$ cat config.mk
export PLATFORM = sky130hd
export DESIGN_NAME = atm_keypad_entry
export DESIGN_NICKNAME = d
export VERILOG_FILES = /design/src/rtl/atm_pkg.sv /design/src/rtl/atm_bcd_to_bin.sv /design/src/rtl/atm_keypad_entry.sv
export SDC_FILE = /design/constraint.sdc
export NUM_CORES = 1
export LEC_CHECK = 0
export CORE_MARGIN = 5
export CORE_UTILIZATION = 31
export DETAILED_ROUTE_END_ITERATION = 10
export HOLD_SLACK_MARGIN = 0.03
export PLACE_DENSITY = 0.45
export SLEW_MARGIN = 10
export SYNTH_ARGS = -nofsm -noshare
export SYNTH_HDL_FRONTEND = slang
export SYNTH_HIERARCHICAL = 1
export SYNTH_SLANG_ARGS = --single-unit
export TNS_END_PERCENT = 50
$ cat constraint.sdc
create_clock -name clk -period 11.1 [get_ports clk]
set_clock_uncertainty 0.05 [all_clocks]
set_input_delay 2.22 -clock clk [delete_from_list [all_inputs] [get_ports clk]]
set_output_delay 2.22 -clock clk [all_outputs]
set_load 0.02 [all_outputs]
$ cat src/rtl/atm_pkg.sv
// Shared definitions for the ATM keypad front-end and the ATM controller.
// Contents:
//   KEY_* constants  : keypad codes above the decimal digits 0-9
//   entry_state_e    : keypad entry FSM states
//   MODE_PIN/MODE_AMT: entry mode select values
//   is_digit()       : true for key codes 0-9
package atm_pkg;

    localparam logic [3:0] KEY_CLEAR  = 4'd10;
    localparam logic [3:0] KEY_BACK   = 4'd11;
    localparam logic [3:0] KEY_ENTER  = 4'd12;
    localparam logic [3:0] KEY_CANCEL = 4'd13;

    localparam logic MODE_PIN = 1'b0;
    localparam logic MODE_AMT = 1'b1;

    typedef enum logic [1:0] {
        ST_IDLE    = 2'd0,
        ST_ENTRY   = 2'd1,
        ST_CONVERT = 2'd2,
        ST_HOLD    = 2'd3
    } entry_state_e;

    function automatic logic is_digit(input logic [3:0] k);
        return (k <= 4'd9);
    endfunction

endpackage

$ cat src/rtl/atm_bcd_to_bin.sv
// Iterative decimal-to-binary converter: folds one decimal digit per clock
// into a 32-bit accumulator (acc = acc*10 + d), most significant digit first.
// Ports:
//   clk, rst  : clock, asynchronous active-low reset
//   start     : load; conversion of 'count' digits begins on the next clock
//   digits    : packed digit buffer, digit i at bits [4i+3:4i], MSD at count-1
//   count     : number of digits to convert (1..MAX_DIGITS)
//   done      : one-cycle pulse, acc holds the final value from then on
//   acc       : binary result
module atm_bcd_to_bin #(
    parameter int MAX_DIGITS = 9
) (
    input  logic                      clk,
    input  logic                      rst,
    input  logic                      start,
    input  logic [4*MAX_DIGITS-1:0]   digits,
    input  logic [3:0]                count,
    output logic                      done,
    output logic [31:0]               acc
);

    logic       busy;
    logic [3:0] idx;
    logic [3:0] remaining;
    logic [3:0] digit;

    always_comb begin
        digit = '0;
        for (int i = 0; i < MAX_DIGITS; i++) begin
            if (idx == 4'(i)) digit = digits[i*4 +: 4];
        end
    end

    always_ff @(posedge clk or negedge rst) begin
        if (!rst) begin
            busy      <= 1'b0;
            done      <= 1'b0;
            idx       <= '0;
            remaining <= '0;
            acc       <= '0;
        end else begin
            done <= 1'b0;
            if (start) begin
                acc       <= '0;
                idx       <= count - 4'd1;
                remaining <= count;
                busy      <= (count != 4'd0);
                done      <= (count == 4'd0);
            end else if (busy) begin
                // x10 as shift-and-add
                acc       <= (acc << 3) + (acc << 1) + {28'd0, digit};
                idx       <= idx - 4'd1;
                remaining <= remaining - 4'd1;
                if (remaining == 4'd1) begin
                    busy <= 1'b0;
                    done <= 1'b1;
                end
            end
        end
    end

endmodule

$ cat src/rtl/atm_keypad_entry.sv
// Keypad front-end for the ATM controller: buffers decimal key presses with
// backspace/clear/cancel/inactivity timeout, converts the buffered digits to a
// 16-bit PIN or 32-bit amount on ENTER and presents the result.
// Handshake: a result is offered with pin_valid/amount_valid; value and valid
// hold steady until a clock edge where out_ready=1, which completes the
// transfer. A key is consumed only on an edge where key_valid=1 and key_ready=1.
// Ports:
//   clk, rst           : clock, asynchronous active-low reset
//   key_valid/key_code : key strobe and code (0-9 digit, 10-13 commands)
//   key_ready          : keys accepted (IDLE and ENTRY)
//   mode               : 0 = PIN, 1 = amount, latched on the first digit
//   out_ready          : controller accepts the presented value
//   pin/pin_valid      : PIN result
//   amount/amount_valid: amount result
//   digit_count        : digits buffered, for the display
//   err/timeout/cancel : one-cycle event pulses
//   state_dbg          : current FSM state (entry_state_e encoding)
module atm_keypad_entry
    import atm_pkg::*;
#(
    parameter int PIN_DIGITS     = 4,
    parameter int AMT_DIGITS     = 9,
    parameter int TIMEOUT_CYCLES = 1000
) (
    input  logic        clk,
    input  logic        rst,
    input  logic        key_valid,
    input  logic [3:0]  key_code,
    input  logic        mode,
    input  logic        out_ready,
    output logic        key_ready,
    output logic [15:0] pin,
    output logic [31:0] amount,
    output logic        pin_valid,
    output logic        amount_valid,
    output logic [3:0]  digit_count,
    output logic        err,
    output logic        timeout,
    output logic        cancel,
    output logic [1:0]  state_dbg
);

    localparam int             BUF_W     = 4 * AMT_DIGITS;
    localparam int             TW        = $clog2(TIMEOUT_CYCLES + 1);
    localparam logic [3:0]     PIN_LIM   = 4'(PIN_DIGITS);
    localparam logic [3:0]     AMT_LIM   = 4'(AMT_DIGITS);
    localparam logic [TW-1:0]  IDLE_LAST = TW'(TIMEOUT_CYCLES - 1);

    entry_state_e     state;
    logic [BUF_W-1:0] digit_buf;
    logic             mode_q;
    logic [TW-1:0]    idle_cnt;

    logic             key_fire;
    logic [3:0]       limit;
    logic             enter_ok;
    logic             conv_start;
    logic             conv_done;
    logic [31:0]      conv_acc;

    assign key_fire   = key_valid && key_ready;
    assign limit      = (mode_q == MODE_AMT) ? AMT_LIM : PIN_LIM;
    assign enter_ok   = (mode_q == MODE_PIN) ? (digit_count == PIN_LIM)
                                             : (digit_count != 4'd0);
    assign conv_start = (state == ST_ENTRY) && key_fire &&
                        (key_code == KEY_ENTER) && enter_ok;
    assign state_dbg  = state;

    atm_bcd_to_bin #(.MAX_DIGITS(AMT_DIGITS)) u_conv (
        .clk    (clk),
        .rst    (rst),
        .start  (conv_start),
        .digits (digit_buf),
        .count  (digit_count),
        .done   (conv_done),
        .acc    (conv_acc)
    );

    always_ff @(posedge clk or negedge rst) begin
        if (!rst) begin
            state        <= ST_IDLE;
            digit_buf    <= '0;
            digit_count  <= '0;
            mode_q       <= MODE_PIN;
            idle_cnt     <= '0;
            key_ready    <= 1'b1;
            pin          <= '0;
            amount       <= '0;
            pin_valid    <= 1'b0;
            amount_valid <= 1'b0;
            err          <= 1'b0;
            timeout      <= 1'b0;
            cancel       <= 1'b0;
        end else begin
            err     <= 1'b0;
            timeout <= 1'b0;
            cancel  <= 1'b0;
            case (state)
                ST_IDLE: begin
                    if (key_fire && is_digit(key_code)) begin
                        digit_buf   <= BUF_W'(key_code);
                        digit_count <= 4'd1;
                        mode_q      <= mode;
                        idle_cnt    <= '0;
                        state       <= ST_ENTRY;
                    end
                end
                ST_ENTRY: begin
                    // A consumed key on the terminal idle cycle wins over timeout.
                    if (key_fire) begin
                        idle_cnt <= '0;
                        if (is_digit(key_code)) begin
                            if (digit_count < limit) begin
                                digit_buf   <= {digit_buf[BUF_W-5:0], key_code};
                                digit_count <= digit_count + 4'd1;
                            end
                        end else begin
                            case (key_code)
                                KEY_CLEAR: begin
                                    digit_buf   <= '0;
                                    digit_count <= '0;
                                end
                                KEY_BACK: begin
                                    if (digit_count != 4'd0) begin
                                        digit_buf   <= {4'd0, digit_buf[BUF_W-1:4]};
                                        digit_count <= digit_count - 4'd1;
                                    end
                                end
                                KEY_CANCEL: begin
                                    cancel      <= 1'b1;
                                    digit_buf   <= '0;
                                    digit_count <= '0;
                                    mode_q      <= MODE_PIN;
                                    state       <= ST_IDLE;
                                end
                                KEY_ENTER: begin
                                    if (enter_ok) begin
                                        key_ready <= 1'b0;
                                        state     <= ST_CONVERT;
                                    end else begin
                                        err         <= 1'b1;
                                        digit_buf   <= '0;
                                        digit_count <= '0;
                                    end
                                end
                                default: ;
                            endcase
                        end
                    end else if (idle_cnt == IDLE_LAST) begin
                        timeout     <= 1'b1;
                        digit_buf   <= '0;
                        digit_count <= '0;
                        mode_q      <= MODE_PIN;
                        idle_cnt    <= '0;
                        state       <= ST_IDLE;
                    end else begin
                        idle_cnt <= idle_cnt + TW'(1);
                    end
                end
                ST_CONVERT: begin
                    if (conv_done) begin
                        if (mode_q == MODE_PIN) begin
                            pin       <= conv_acc[15:0];
                            pin_valid <= 1'b1;
                        end else begin
                            amount       <= conv_acc;
                            amount_valid <= 1'b1;
                        end
                        state <= ST_HOLD;
                    end
                end
                ST_HOLD: begin
                    if (out_ready) begin
                        pin_valid    <= 1'b0;
                        amount_valid <= 1'b0;
                        digit_buf    <= '0;
                        digit_count  <= '0;
                        mode_q       <= MODE_PIN;
                        key_ready    <= 1'b1;
                        state        <= ST_IDLE;
                    end
                end
                default: state <= ST_IDLE;
            endcase
        end
    end

endmodule
==> results, run 1 <==
- The run finished with clean final reports.
- The number of cells after detailed placement is 1292.
- The worst setup path is captured at a register.
- In the final layout, the share of cells above drive strength 1 is 16.7%.
- Once the floorplan was initialized, standard cells occupied 31.3% of the core.
- For this design the total switching power over the nets is 1.36 mW.
- The portion of total power attributed to the clock network is 19.7%.
- Fill cells in the final layout number 2937.
- The fraction of synthesis flops using an asynchronous set or reset pin is 100%.
- The remaining number of nets flagged by the antenna check after routing is 0.
- In the routed design, unresolved DRC markers number 0.
- Summing the areas of all fa, ha and maj instances in the mapped netlist gives 10.1% of the synthesized area.
- The parity-gate share of the synthesized area counting xor and xnor cells is under 10%.
- The floorplan has 63 rows.
- The tightest min-delay check is of the reg -> reg type.
- The setup path with the least slack is of type reg -> reg.
- CTS built an H-tree with a depth of 4.
- The critical path startpoint is u_conv/idx[1].
- In the synthesized netlist, the number of instances is 872.
- The total nets after synthesis is 954.
- Across the VDD grid, the largest voltage drop is 98.9 uV.
- Among all stages on the critical path, the largest delay is contributed by fa_1.
- The core box area is 29500 sq um.
- The compound-cell area share of the yosys netlist is 17.0%.
- The critical path runs through a total of 20 cells.
- The logic depth of the worst register-to-register path is 20.
- The critical path capture point is u_conv/acc[17].
- The final standard cell count with taps included and fillers excluded is 1324.
- The number of DRC markers in iteration 0 is 492.
- The via count of the first global-routing pass was just under 7000.
- The congestion estimate from routability-driven global placement came to around 0.78.
- Counting flops with a built-in enable in the synthesized netlist gives 0.
- The clock reaches the later pin of the worst-skew pair after 0.43 ns.
- Final hold analysis gives a worst-case slack of 0.437 ns.
- For this run, the detailed router's first-pass iteration total came to 5.
- At the end of the flow, the number of nets in the layout was 1003.
- At the placement stage, the worst setup path has a slack of between 5 and 6 ns.
- The sink count of the clock tree is approximately 150.
- The number of antenna violations at the first check in global routing is 0.
- The maximum clock path buffer count is 2.
- The final critical delay including setup and external delays is 4.84 ns.
- The area taken by multi-input logic gates is 5100 sq um.
- The I/O pin count is around 70.
- The area of the die is around 33000 sq um.
- The setup slack of the critical path after layout is between 6 and 7 ns.
- Of the total power, registers draw 26.6%.
- The relative max-transition margin is between 30% and 40%.
- Cell internal power was estimated by the tool at 1.68 mW.
- In this run, synthesis produced a sequential element count of 149.
- The launch instance of the worst register-to-register path is u_conv/idx[1].
- Leaving out fill and tap cells, the most frequent cells in the layout are dfrtp_1, nand2_1, ha_1, clkdlybuf4s50_1, nor2_1.
- After synthesis, the largest family of logic cells by area is compound AO/OA/AOI/OAI gates.
- The maximum number of pins on one net before global-route repair is between 80 and 90.
- The total routed wirelength is 22.7 mm.
- Across the whole layout, storage elements account for 3730 sq um.
- Of the total power, the share spent switching nets is between 40% and 50%.
- Along the worst path, the maximum fanout reaches 12.
- The most used flip-flop cell after synthesis is dfrtp_1.
- The commonest non-fill, non-tap cell in the layout is dfrtp_1.
- In this run, distinct cell masters in the synthesized netlist total 86.
- TritonCTS built the clock tree.
- The total of buffers placed on input and output ports is 68.
- Counting both buffers and inverters, the worst setup path holds a total of 2.
- The total via count after detailed routing is 6636.
- The layer flagged by global routing as most heavily used is met2.
- The sequential fraction of the synthesis area is 40.5%.
- The cell area after placement is 10200 sq um.
- In this run, CTS created clock tree buffers numbering 17.
- For the pin with the worst max-slew slack, the measured transition is 1.04 ns.
- The final count of pins violating max slew is 0.
- From bottom edge to top edge, the die measures 182 um.
- In this design, the largest share of critical-path delay is due to compound AO/OA/AOI/OAI gates.
- The final critical path takes up 43.6% of the cycle.
- The number of warnings issued by yosys is 6.
- In the global route stage, met3 resource usage came out at 2.73%.
- The worst setup slack for register-to-register paths is roughly 6.3 ns.
- Global routing finished with a remaining overflow of 0.
- Setup repair after global routing left no endpoint under its margin.
- The buffers inserted during post-CTS setup optimization is 0.
- For the worst setup path, the data arrival time is 5.11 ns.
- The total setup violations reported at the end of the flow is 0.
- The design draws 3.04 mW.
- The netlist area before placement is 9220 sq um.
- The number of antenna diodes in the final layout is 0.
- The area growth from synthesis to final layout is 16.7%.
- Summing all non-filler instances in the final layout gives an area of 10800 sq um.
- Summed over all cells, the static leakage comes to approximately 4.8 nW.
- The global-route track usage on met1 is 20.5%.
- The max-capacitance violation count is 0.
- Dividing the detail-routed via count by the number of cells gives between 5 and 6.
- For this run, global-route usage on met2 was measured as about a fifth.
- The wire length of the first global-routing pass is 37.7 mm.
- The maximum clock frequency is around 0.21 GHz.
- The largest single stage delay on the critical path is approximately 0.55 ns.
- STA classifies the critical path startpoint as a register.
- At the end of the flow the core is filled with cells to 36.5%.
- The root cell of the clock tree is clkbuf_16.
- The share of power burned in combinational logic is a little over half.
- For this design the ratio of total power to cell area is approximately 280 nW/um^2.
- The required time at the endpoint of the critical path is 11.37 ns.
- The total routing usage reported by global routing is 13.9%.
- The number of gates resized after CTS was 0.
- The endpoint of the most critical register-to-register path is u_conv/acc[17].
- The die is approximately 180 um wide.
- For the final routed database, the setup TNS stands at 0 ns.
- The area share of and/or/nand/nor cells after synthesis is 12.1%.
- The placed wire-length estimate is ~15 mm.
- The average instance in the mapped netlist occupies 10.6 sq um.
- Dividing the detail-routed wire length by the instance count gives 17.1 um.
- The worst hold path begins at amount_valid.
- The total count of hold-check failures in the final report is 0.
- The cts-stage hold buffer count is 0.
- The clock-pin transition on the worst setup and hold timing paths is about 0.070 ns.
- The multiplexer area fraction after synthesis is 13.5%.
- The signal on the critical path passes through inv_1 -> ha_1 -> nor2b_1 -> a22oi_1 -> nor2_1 -> a21oi_1 -> o21ai_0 -> o21ai_0 -> a2bb2oi_1 -> fa_1 -> inv_1 -> ha_1 -> a211oi_1 -> o21ai_1 -> and3_1 -> o22a_2 -> a21o_1 -> a21oi_1 -> nor4_1 -> a211o_1.
==> power by group through the flow <==
stage                     sequential [mW]  combinational [mW]  clock [mW]
after global routing                0.831                1.85       0.644
after global placement              0.827                1.64           0
after CTS                           0.814                1.65       0.622
after detailed placement            0.823                1.63           0
final                               0.810                1.63       0.599
after floorplan                     0.752                1.37           0
==> layout make-up <==
class | count | share of cell area, %
Tap cell | 390 | 4.54
Sequential cell | 149 | 34.7
Clock inverter | 15 | 1.59
Inverter | 33 | 1.15
Timing Repair Buffer | 73 | 6.69
Multi-Input combinational cell | 647 | 47.4
Clock buffer | 17 | 3.96
==> worst min path at each step <==
stage               cells after the start            to
finish                                  2  amount_valid
global placement                        2  amount_valid
detailed placement                      2  amount_valid
CTS                                     2  amount_valid
floorplan                               1   idle_cnt[9]
global route                            2  amount_valid
==> metal layers <==
metal	wire length [um]	up-vias
met5	0	-
met4	176	0
met3	822	10
met2	10200	110
met1	11500	3225
li1	-	3291
==> cells by family (layout without fill, tap and decap cells) <==
logic type	after synthesis	in the layout
DFF	149	149
AOI/OAI and AO/OA	227	227
muxes	101	101
xor gates and xnor gates	26	26
buffers and inverters	76	138
adders and majority gates	73	73
and+or+nand+nor	220	220
==> sequential cells by signal, summed over array words and instances (netlist names), named ones only <==
register and flops:
amount 32, pin_valid 1, state_dbg 1, u_conv/done 1, u_conv/busy 1, idle_cnt 10, pin 16, timeout 1
cancel 1, u_conv/idx 4, mode_q 1, digit_count 4, amount_valid 1, key_ready 1, err 1, u_conv/remaining 4
digit_buf 36, u_conv/acc 32
==> tightest hold or removal path: stages (launching register included) <==
cell and delay, ns:
dfrtp_1 0.35, nand2_1 0.05, nand2_1 0.06
==> cells in the mapped netlist, types with 13 or more instances <==
library cell	instances	area share, %
a21oi_1	50	2.7
a22o_1	33	3.1
clkbuf_1	24	0.98
dfrtp_1	148	40
ha_1	71	9.6
inv_1	32	1.3
mux2_2	50	6.1
mux2_4	34	5.5
mux2i_1	16	1.7
nand2_1	71	2.9
nand3_1	13	0.71
nor2_1	60	2.4
nor3_1	19	1.0
o21ai_0	54	2.9
xnor2_1	20	1.9
No activity file was read; power rests on OpenSTA's default activity.
==> inputs of run 2 (changes only) <==
clock period = 4.8 ns   (was 11.1 ns; I/O delays follow)
==> results, run 2 (synthesis gave the netlist of run 1 again) <==
- The buffers inserted during post-CTS setup optimization came to 0 (unchanged).
- The ratio of total power to cell area is 648 nW/um^2 (was 283 nW/um^2).
- The I/O pin count is 69 (unchanged).
- The wire length of the first global-routing pass is 38.0 mm (was 37.7 mm).
- The number of nets in the layout is 1007 (was 1003).
- The total routed wirelength came to 23.1 mm (was 22.7 mm).
- The clock buffer count from CTS is 17 (unchanged).
- The cts-stage hold buffer count is 0 (unchanged).
- The effective utilization at floorplan is 31.3% (unchanged).
- The largest register by flop count is digit_buf (unchanged).
- The number of placement rows was 63 (unchanged).
- The maximum number of pins on one net before global-route repair is 102 (was 86).
- The via count of the first global-routing pass is 6959 (was 6769).
- The type of the tightest min-delay check is reg -> reg (unchanged).
- Status: complete, no violations (unchanged).
- The highest ir drop seen on vdd is 246 uV (was 98.9 uV).
- The area growth from synthesis to final layout is 16.7% (about the same).
- The total setup violations reported at the end of the flow is 0 (unchanged).
- The remaining number of nets flagged by the antenna check after routing is 0 (unchanged).
- The setup TNS after final layout came to 0 ns (unchanged).
- The maximum clock path buffer count is 2 (unchanged).
- The critical-path maximum fanout is 6 (was 12).
- The area taken by multi-input logic gates is 5100 sq um (about the same).
- The total count of hold-check failures in the final report came to 0 (unchanged).
- Unrepaired setup endpoints after global routing: no (unchanged).
- The clock latency of the later-clocked register in the worst-skew pair came to 0.43 ns (about the same).
- The leakage power of the design was 4.81 nW (about the same).
- The sum of overflow across all layers after global routing is 0 (unchanged).
- The register area is 3730 sq um (unchanged).
- The nature of the critical path endpoint is a register (unchanged).
- The area of the die is 33300 sq um (unchanged).
- The commonest non-fill, non-tap cell in the layout is dfrtp_1 (unchanged).
- The post-cts sizing count is 0 (unchanged).
- The relative max-transition margin is 22.2% (was 30.3%).
- The clock-pin transition on the worst setup and hold timing paths is 0.06 ns (was 0.07 ns).
- The CTS tree was yes (unchanged).
- The fraction of final layout cells with drive strength greater than 1 is 17.0% (was 16.7%).
- The number of antenna cells inserted is 0 (unchanged).
- The final count of pins violating max slew is 0 (unchanged).
- The number of remaining DRC errors came to 0 (unchanged).
- The kind of start point of the critical path is a register (unchanged).
- The core box area is 29500 sq um (unchanged).
- The final standard cell count with taps included and fillers excluded was 1328 (was 1324).
- The number of antenna violations at the first check in global routing is 0 (unchanged).
- The number of cells after detailed placement is 1296 (was 1292).
- The routed length per placed instance was 17.4 um (was 17.1 um).
- Commonest cells after routing, fill and taps aside: dfrtp_1, nand2_1, ha_1, clkdlybuf4s50_1, nor2_1 (unchanged).
- The worst setup slack for register-to-register paths came to 0.41 ns (was 6.26 ns).
- The die span in x is 182 um (unchanged).
- The average via count per standard cell was 5.09 (was 5.01).
- The total via count after detailed routing came to 6758 (was 6636).
- The maximum clock frequency is 0.228 GHz (was 0.207 GHz).
- The root cell of the clock tree is clkbuf_16 (unchanged).
- The total routing usage reported by global routing is 14.1% (was 13.9%).
- The endpoint arrival time on the critical path is 4.64 ns (was 5.11 ns).
- The total of buffers placed on input and output ports is 68 (unchanged).
- The part of the cycle the worst path needs was 91.4% (was 43.6%).
- The worst hold-check slack was 0.434 ns (was 0.437 ns).
- The number of fill cells was 2967 (was 2937).
- The transition at the pin with the smallest max-transition slack was 1.16 ns (was 1.04 ns).
- The first-pass iteration count of the detailed router came to 5 (unchanged).
- The H-tree depth reported by CTS is 4 (unchanged).
- The number of flip-flops under the largest register name is 36 (unchanged).
- The required time at the endpoint of the critical path is 5.06 ns (was 11.37 ns).
- The number of DRC markers in iteration 0 is 343 (was 492).
- The die span in y is 182 um (unchanged).
- The last weighted congestion value of the routability-driven placer is 0.813 (was 0.782).
- The max-capacitance violation count is 0 (unchanged).
- The kind of critical path was reg -> reg (unchanged).
- Top Registers: digit_buf: 36 flops, amount: 32 flops, u_conv/acc: 32 flops (unchanged).
- The placed wire-length estimate is 15.6 mm (was 15.5 mm).
- The final critical delay including setup and external delays is 4.39 ns (was 4.84 ns).
- The sink count of the clock tree is 149 (unchanged).
-- run 2: cell count changes in the layout (fill, tap and decap cells not counted) --
cell / previous run / this run
clkbuf_8: 0 / 2
bufinv_16: 2 / 1
clkinv_4: 3 / 0
inv_8: 1 / 0
buf_12: 0 / 1
clkinv_2: 0 / 3
nor2b_2: 0 / 1
nor2b_1: 8 / 7
clkinvlp_4: 4 / 5
buf_4: 5 / 8
inv_6: 5 / 2
clkbuf_1: 0 / 2
-- run 2: layout make-up --
cell class / count / area share [%]
inverters: 33 / 1.15
clock buffers: 21 / 4.28
flip-flops and latches: 149 / 34.7
well taps: 390 / 4.53
multi-input cells: 647 / 47.4
clock inverters: 11 / 0.930
repair buffers: 77 / 7.08
-- run 2: worst max-delay path, cell delays in order, from the launching register on --
cell and delay (ns):
dfrtp_1 0.45, inv_1 0.09, ha_1 0.21, nor2b_2 0.19, a22oi_1 0.15, nor2_1 0.05
a21oi_1 0.12, o21ai_0 0.08, o21ai_0 0.23, a2bb2oi_1 0.22, fa_1 0.49, inv_1 0.08
ha_1 0.24, a211oi_1 0.32, o21ai_1 0.16, and3_1 0.17, o22a_2 0.27, a31oi_1 0.28
o21ai_0 0.15, a211o_1 0.26
-- run 2: power by group --
part | total (mW) | leakage (nW) | switching, mW | internal, mW
clock network | 1.31 | 0.262 | 0.569 | 0.742
registers | 1.87 | 1.97 | 0.381 | 1.49
logic | 3.79 | 2.58 | 2.16 | 1.63
total | 6.97 | 4.81 | 3.11 | 3.86
-- run 2: final timing paths --
kind | from | endpoint | cells after the start
worst max-delay path | u_conv/idx[0] | u_conv/acc[21] | 19
worst min-delay path | amount_valid | amount_valid | 2
worst max register to register | u_conv/idx[0] | u_conv/acc[21] | 19
worst min register to register | amount_valid | amount_valid | 2
max in group asynchronous | rst | pin[8] | 2
min in group asynchronous | rst | timeout | 1
-- run 2: per-stage QoR --
step	worst slack, ns	instance area, sq um	power, mW	utilization, %
global route	0.102	10800	7.57	36.5
finish	0.415	10800	6.97	36.5
global placement	0.481	10200	5.69	34.6
CTS	0.363	10800	7.06	36.5
floorplan	0.746	9220	4.91	-
detailed placement	0.409	10200	5.67	34.6
-- run 2: per-layer routing --
layer / global-route usage, % / wire length, um / share of wire (%)
met1: 19.4 / 11400 / 49
met2: 22.6 / 10500 / 46
met3: 2.87 / 784 / 3.4
met4: 4.11 / 348 / 1.5
met5: 0 / 0 / 0
